**src/rtl/universal_shift_reg.sv**
```systemverilog
// WIDTH-bit universal register: hold, load, shift, rotate and up/down count,
// updated on the falling clock edge, with async active-low reset and sync clear.
module universal_shift_reg #(
    parameter int          WIDTH     = 8,
    parameter logic [31:0] RESET_VAL = 32'd0
) (
    input  logic             clk,
    input  logic             rst,
    input  logic             clr,
    input  logic             en,
    input  logic [2:0]       mode,
    input  logic [WIDTH-1:0] d,
    input  logic             sin,
    output logic [WIDTH-1:0] q,
    output logic             sout,
    output logic             tc,
    output logic             zero
);

    typedef enum logic [2:0] {
        MODE_HOLD  = 3'b000,
        MODE_LOAD  = 3'b001,
        MODE_SHL   = 3'b010,
        MODE_SHR   = 3'b011,
        MODE_ROL   = 3'b100,
        MODE_ROR   = 3'b101,
        MODE_UP    = 3'b110,
        MODE_DOWN  = 3'b111
    } mode_e;

    localparam logic [WIDTH-1:0] RST_Q = RESET_VAL[WIDTH-1:0];
    localparam logic [WIDTH-1:0] ONE   = {{(WIDTH-1){1'b0}}, 1'b1};

    logic [WIDTH-1:0] r_q;
    logic [WIDTH-1:0] w_q_next;
    mode_e            w_mode;

    assign w_mode = mode_e'(mode);

    always_comb begin
        // NOTE: default assigned first so every path drives w_q_next; no latch.
        w_q_next = r_q;
        if (clr) begin
            w_q_next = '0;
        end else if (en) begin
            case (w_mode)
                MODE_HOLD: w_q_next = r_q;
                MODE_LOAD: w_q_next = d;
                MODE_SHL:  w_q_next = {r_q[WIDTH-2:0], sin};
                MODE_SHR:  w_q_next = {sin, r_q[WIDTH-1:1]};
                MODE_ROL:  w_q_next = {r_q[WIDTH-2:0], r_q[WIDTH-1]};
                MODE_ROR:  w_q_next = {r_q[0], r_q[WIDTH-1:1]};
                MODE_UP:   w_q_next = r_q + ONE;
                MODE_DOWN: w_q_next = r_q - ONE;
                default:   w_q_next = r_q;
            endcase
        end
    end

    // Storage element triggers on the falling edge; reset is independent of clk.
    always_ff @(negedge clk or negedge rst) begin
        // NOTE: non-blocking assignment for registered state.
        if (!rst) begin
            r_q <= RST_Q;
        end else begin
            r_q <= w_q_next;
        end
    end

    always_comb begin
        sout = 1'b0;
        case (w_mode)
            MODE_SHL, MODE_ROL: sout = r_q[WIDTH-1];
            MODE_SHR, MODE_ROR: sout = r_q[0];
            default:            sout = 1'b0;
        endcase
    end

    // Terminal count looks only at q and mode, so it previews the wrap ahead of the edge.
    assign tc   = ((w_mode == MODE_UP)   && (&r_q)) ||
                  ((w_mode == MODE_DOWN) && (r_q == '0));
    assign zero = (r_q == '0);
    assign q    = r_q;

endmodule
```
**config.mk**
```make
export PLATFORM = sky130hd
export DESIGN_NAME = universal_shift_reg
export DESIGN_NICKNAME = d
export VERILOG_FILES = /design/src/rtl/universal_shift_reg.sv
export SDC_FILE = /design/constraint.sdc
export NUM_CORES = 1
export LEC_CHECK = 0
export CAP_MARGIN = 20
export CELL_PAD_IN_SITES_DETAIL_PLACEMENT = 1
export CELL_PAD_IN_SITES_GLOBAL_PLACEMENT = 1
export CORE_MARGIN = 3
export CORE_UTILIZATION = 34
export CTS_BUF_LIST = sky130_fd_sc_hd__clkbuf_4 sky130_fd_sc_hd__clkbuf_8
export DETAILED_ROUTE_END_ITERATION = 16
export PLACE_DENSITY_LB_ADDON = 0.1
export SLEW_MARGIN = 5
export SYNTH_ARGS = -nofsm -noshare
export SYNTH_HDL_FRONTEND = slang
export SYNTH_SLANG_ARGS = --single-unit
```
**constraint.sdc**
```tcl
create_clock -name clk -period 2 [get_ports clk]
set_input_delay 0.3 -clock clk [delete_from_list [all_inputs] [get_ports clk]]
set_output_delay 0.3 -clock clk [all_outputs]
set_load 0.05 [all_outputs]
```
==> flow_summary.ini, run 1 <==
[placement]
gp_congestion = 0.866
place_ws_ns = -1.33
placed_area_um2 = 1630
io_buffers = 26
dpl.hpwl_um = 3060

[clocking]
numCtsBuffers = 3
htree_num_levels = 1
cts_num_sinks = 8
cts_hold_buf = 0
root_buffer = clkbuf_4
clock_path_buffers = 2
post_cts_resized = 59
post-cts-setup-buffer-count = 14

[yosys]
synth_edf_count = 0
synth_top_area_share_pct = 21.9
ys_types = 38
async_reset_ff_share_pct = 100
netlist_area_um2 = 916
yosysWarningCount = 0
synth.ff_latch_count = 8
synth.area.top_cells = dfrtn_1, mux2i_1, nor2_1
syn_area_per_cell_um2 = 7.27
ys_seq_area_share_pct = 21.9
synth_largest_area_cell = dfrtn_1
syn-num-nets = 143
syn_inst = 126
synthFlopType = dfrtn_1

[floorplanning]
io_pins = 27
rows = 18
start_util_pct = 36.3
die_x_um = 57.9
die_height_um = 57.9

[outcome]
status = stopped before the end
failing_step = 4_1_cts
stop_error = [ERROR DPL-0033] detailed placement checks failed during check placement.
through the flow:
| stage | hold slack (ns) | std cells | util (%) |
|---|---|---|---|
| 3_3_place_gp | 0.630 | 204 | 64.7 |
| 3_5_place_dp | 0.663 | 204 | 64.7 |
| 2_1_floorplan | 0.864 | 126 | - |
cell usage after synthesis, types with 4 or more instances:
library cell	instances
mux2i_1	8
nor3_1	4
o21ai_0	8
nor2_1	17
a21oi_1	10
nand2_1	14
clkbuf_1	7
dfrtn_1	8
a211oi_1	4
kinds of logic after synthesis:
family	Yosys count	synth area share, %
xor+xnor	3	2.87
compound gates	40	29.9
fa+ha+maj	1	1.37
simple gates	53	28.4
mux	8	8.74
buf+inv	13	6.83
flops	8	21.9
==> inputs of run 2 (changes only) <==
Settings changed: CELL_PAD_IN_SITES_DETAIL_PLACEMENT 1 to not set, CELL_PAD_IN_SITES_GLOBAL_PLACEMENT 1 to not set, CORE_UTILIZATION 34 to 25, CTS_BUF_LIST sky130_fd_sc_hd__clkbuf_4 sky130_fd_sc_hd__clkbuf_8 to not set, PLACE_DENSITY_LB_ADDON 0.1 to 0.15.
==> flow_summary.ini, run 2 <==
[outcome]
status = finished, violations left
failed_checks = setup timing

[sta]
setup_viol = 19
holdWs_ns = 0.748
worst_slack_ns = -0.860
clock_skew_ns = 0.00746
worst_pin_slew_ns = 0.421
finalHoldViolCount = 0
grt_setup_unrepaired = yes
maxSlewViolCount = 0
max_slew_margin_pct = 71.9

[yosys]
synth.most_common_cell = nor2_1
synth_commonest_cells = nor2_1, nand2_1, a21oi_1
syn_inst = 126
syn_area_per_cell_um2 = 7.27
async_reset_ff_share_pct = 100
synth_edf_count = 0
syn-num-nets = 143
ys_seq_area_share_pct = 21.9
synthFlopType = dfrtn_1
synth_top_area_share_pct = 21.9
yosysWarningCount = 0
synth.ff_latch_count = 8
ys_types = 38
netlist_area_um2 = 916
synth.area.top_cells = dfrtn_1, mux2i_1, nor2_1
synth_largest_area_cell = dfrtn_1

[route]
ant_nets = 0
routed_via_density = 5.04
vias = 1301
drcViolationCount = 0
drt-total-wl_um = 3880
firstDrtPassIters = 4
avgRoutedWirePerCell_um = 15.0
drt_first_iter_violations = 42

[clocking]
cts_num_sinks = 8
clock_path_buffers = 2
numCtsBuffers = 3
root_buffer = clkbuf_8
tritoncts = yes
htree_num_levels = 1
clk_latency_ns = 0.25
cts.clk_slew.worst_paths_ns = 0.04

[power]
p_total_mw = 0.939
powerDensity_nw_per_um2 = 427
pwr-share-clk_pct = 20.9
leakage_nw = 0.964
switching_share_pct = 35.0
intPower_mw = 0.610
peakVddDrop_uv = 186
p_switching_mw = 0.329
comb_power_share_pct = 59.4
power_frac_seq_pct = 19.6

[placement]
dpl.hpwl_um = 2530
gp_congestion = 0.805
placed_area_um2 = 1680
io_buffers = 26
place_ws_ns = -1.32

[grt]
antenna_found_initial = 0
globalRouteTotalUtil_pct = 17.9
grt-ovfl-total = 0
grt_max_degree = 13
grt_pass1_vias = 1272
grt_pass1_wl_um = 6060

[cells_and_area]
nFillCells = 279
syn2layout_area_growth_pct = 140
seqCellArea_um2 = 200
nets = 231
drive_gt1_share_pct = 56.6
multi_input_area_um2 = 868
fin_area_um2 = 2200
antenna-diode-count = 0
mostFrequentLayoutCell = buf_4
final_cell_mix = buf_4, buf_6, nor2_1
final_util_pct = 63.9
largest_reg_flops = 8

[worst_setup_path]
end_kind = output port
required_ns = 1.70
crit_slowest_cell = dfrtn_1
path_class = reg -> out
worstSetupStartpointType = flop
path_cells = nand3_1 > nor3_2 > nand3b_1 > a21oi_4 > buf_12
worstPathMaxFanout = 3
max_stage_delay_ns = 0.45
worstPathArrival_ns = 2.56

[floorplanning]
start_util_pct = 26.6
rows = 21
core_area_um2 = 3440
die_x_um = 66.5
dieArea_um2 = 4430
die_height_um = 66.5
io_pins = 27

[min_path]
hold_path_class = reg -> reg

[flow_run]
cap_violations = 0
run 2: cell counts after synthesis:
No cell type changed its count.
run 2: what timing repair did:
item / in CTS / in global routing
gates cloned: 1 / 0
endpoints found under the setup margin: 19 / 19
pin swaps: 16 / 9
buffers inserted: 17 / 14
resized for setup: 51 / 21
hold buffers: 0 / 0
run 2: critical path: cells and delay by family, from the launching register on:
kind	cells	cell delay, ns
AOI/OAI and AO/OA	1	0.19
and+or+nand+nor	3	0.52
DFF	1	0.45
buffers and inverters	1	0.15
run 2: through the flow:
stage	setup TNS, ns	cells
2_1_floorplan	-6.38	126
3_3_place_gp	-11.07	224
3_5_place_dp	-11.40	224
4_1_cts	-7.98	244
5_1_grt	-9.23	258
6_report	-8.40	258
run 2: worst paths after layout:
| path | from | to | slack, ns | depth (start not counted) |
|---|---|---|---|---|
| min in group asynchronous | rst | q[7]$_DFFE_NN0P_ | 1.22 | 1 |
| max in group asynchronous | rst | q[0]$_DFFE_NN0P_ | 0.47 | 1 |
| worst max-delay path | q[2]$_DFFE_NN0P_ | tc | -0.86 | 5 |
| worst min-delay path | q[7]$_DFFE_NN0P_ | q[7]$_DFFE_NN0P_ | 0.75 | 4 |
| worst min register to register | q[7]$_DFFE_NN0P_ | q[7]$_DFFE_NN0P_ | 0.75 | 4 |
| worst max register to register | q[2]$_DFFE_NN0P_ | q[5]$_DFFE_NN0P_ | -0.19 | 8 |
run 2: cells by family after synthesis:
logic type,Yosys count,synth area share [%]
and+or+nand+nor,53,28.4
AOI/OAI and AO/OA,40,29.9
buffers and inverters,13,6.83
muxes,8,8.74
DFF,8,21.9
xor gates and xnor gates,3,2.87
adders and majority gates,1,1.37
run 2: routing by layer:
layer	up-vias	wire (um)	GRT usage [%]	part of all wire (%)
met3	3	158	1.35	4.1
met2	40	2190	32.7	57
li1	632	-	-	-
met4	0	29	7.36	0.75
met1	626	1500	21.2	39
met5	-	0	0	0
run 2: area by class of cell:
| cell class | instances | share of cell area, % |
|---|---|---|
| tap | 46 | 2.62 |
| clock buffer | 3 | 1.88 |
| multi-input combinational | 105 | 39.5 |
| timing repair buffer | 94 | 46.6 |
| inverter | 2 | 0.341 |
| sequential | 8 | 9.11 |
run 2: power groups by stage:
stage                     clock network, mW  logic, mW  registers (mW)
after detailed placement                  0      0.433           0.188
after CTS                             0.197      0.500           0.183
after global placement                    0      0.427           0.187
after global routing                  0.205      0.590           0.185
final                                 0.196      0.558           0.184
after floorplan                           0      0.201           0.221
No activity file was read; power rests on OpenSTA's default activity.
==> inputs of run 3 (changes only) <==
Settings changed: REMOVE_ABC_BUFFERS set to 1.
==> flow_summary.ini, run 3 (synthesis results as in run 2) <==
[worst_setup_path]
path_class = reg -> out
required_ns = 1.70
r2r_cells = 7
critical_path.startpoint = q[6]$_DFFE_NN0P_
worstPathArrival_ns = 2.55
worstSetupStartpointType = flop
r2r-start = q[1]$_DFFE_NN0P_
crit_slowest_cell = dfrtn_1
r2r-end = q[5]$_DFFE_NN0P_
max_stage_delay_ns = 0.44
regToRegSetupSlack_ns = -0.14
path_cells = buf_6 > nand2_1 > nor3_2 > nand3b_1 > a21oi_2 > buf_12
path_buf_inv = 2
cpLargestDelayFamily = flip-flops
worstPathMaxFanout = 6
end_kind = output port

[floorplanning]
die_height_um = 66.5
start_util_pct = 26.6
die_x_um = 66.5
core_area_um2 = 3440
rows = 21
dieArea_um2 = 4430
io_pins = 27

[min_path]
min_from = q[6]$_DFFE_NN0P_
worstHoldPathCells = 2
hold_path_class = reg -> reg
hold_path_end = q[6]$_DFFE_NN0P_

[clocking]
cts_hold_buf = 0
clk_latency_ns = 0.25
htree_num_levels = 1
cts.clk_slew.worst_paths_ns = 0.03
root_buffer = clkbuf_8
cts_num_sinks = 8
clock_path_buffers = 2
numCtsBuffers = 3
tritoncts = yes

[power]
powerDensity_nw_per_um2 = 438
leakage_nw = 0.906
peakVddDrop_uv = 252

[grt]
grt-ovfl-total = 0
globalRouteTotalUtil_pct = 16.5
grt_pass1_vias = 1219
grt_pass1_wl_um = 5640
grt_max_degree = 14
antenna_found_initial = 0

[route]
routed_via_density = 5.08
drt_first_iter_violations = 51
drt-total-wl_um = 3910
drcViolationCount = 0
vias = 1264
ant_nets = 0
firstDrtPassIters = 6
avgRoutedWirePerCell_um = 15.7

[sta]
clock_skew_ns = 0.00276
finalHoldViolCount = 0
holdWs_ns = 0.639
grt_setup_unrepaired = yes
maxSlewViolCount = 0
worst_slack_ns = -0.852
max_slew_margin_pct = 71.9
worst_pin_slew_ns = 0.421
setup_viol = 19

[cells_and_area]
drive_gt1_share_pct = 54.7
syn2layout_area_growth_pct = 125
nFillCells = 288
final_cell_mix = buf_4, buf_6, nor2_1
nets = 222
layout.cells.non_filler = 249
antenna-diode-count = 0
mostFrequentLayoutCell = buf_4
largest_reg_flops = 8

[flow_run]
cap_violations = 0

[outcome]
status = finished, violations left
failed_checks = setup timing

[placement]
gp_congestion = 0.844
dpl.hpwl_um = 2500
io_buffers = 26
dp_cells = 221
==> run 3: repair_timing <==
item	CTS	global route
setup endpoints to repair	19	19
pin swaps	22	28
cloned	0	0
gates resized for setup	57	28
setup buffers	18	14
==> run 3: worst max-delay path by stage <==
stage	end	depth (start not counted)	slack, ns
2_1_floorplan	tc	5	-1.95
3_3_place_gp	q[5]$_DFFE_NN0P_	6	-1.29
3_5_place_dp	q[6]$_DFFE_NN0P_	8	-1.32
4_1_cts	tc	6	-0.85
5_1_grt	tc	6	-0.91
6_report	tc	6	-0.85
==> run 3: worst min-delay path, cell delays in order (launching register included) <==
cell and delay, ns:
dfrtn_1 0.44, buf_6 0.14, a22o_1 0.14
==> run 3: area by class of cell <==
class / instances / area [um2] / area share [%]
inverter: 2 / 7.51 / 0.365
tap: 46 / 57.6 / 2.80
clock buffer: 3 / 41.3 / 2.01
multi-input combinational: 105 / 825 / 40.1
sequential: 8 / 200 / 9.73
timing repair buffer: 85 / 927 / 45.0
==> run 3: through the flow <==
stage          setup WS [ns]  power (mW)  setup TNS, ns  utilization, %  instance area, um2
2_1_floorplan          -1.95       0.350          -8.14               -                 861
3_3_place_gp           -1.29       0.572         -10.77            44.9                1540
3_5_place_dp           -1.32       0.574         -11.02            44.9                1540
4_1_cts               -0.852       0.847          -7.94            54.6                1880
5_1_grt               -0.913       0.947          -8.65            59.8                2060
6_report              -0.852       0.901          -8.03            59.8                2060
==> run 3: where the power goes <==
part | internal [mW] | leakage [nW] | switching, mW
combinational | 0.279 | 0.776 | 0.239
clock | 0.131 | 0.0216 | 0.0660
sequential | 0.174 | 0.109 | 0.0135
==> run 3: routing by layer <==
metal / GRT usage (%) / wire length (um) / up-vias / part of all wire [%]
li1: - / - / 614 / -
met1: 20.9 / 1660 / 609 / 42
met2: 29.5 / 2060 / 33 / 53
met3: 1.69 / 133 / 8 / 3.4
met4: 4.31 / 68 / 0 / 1.7
met5: 0 / 0 / - / 0
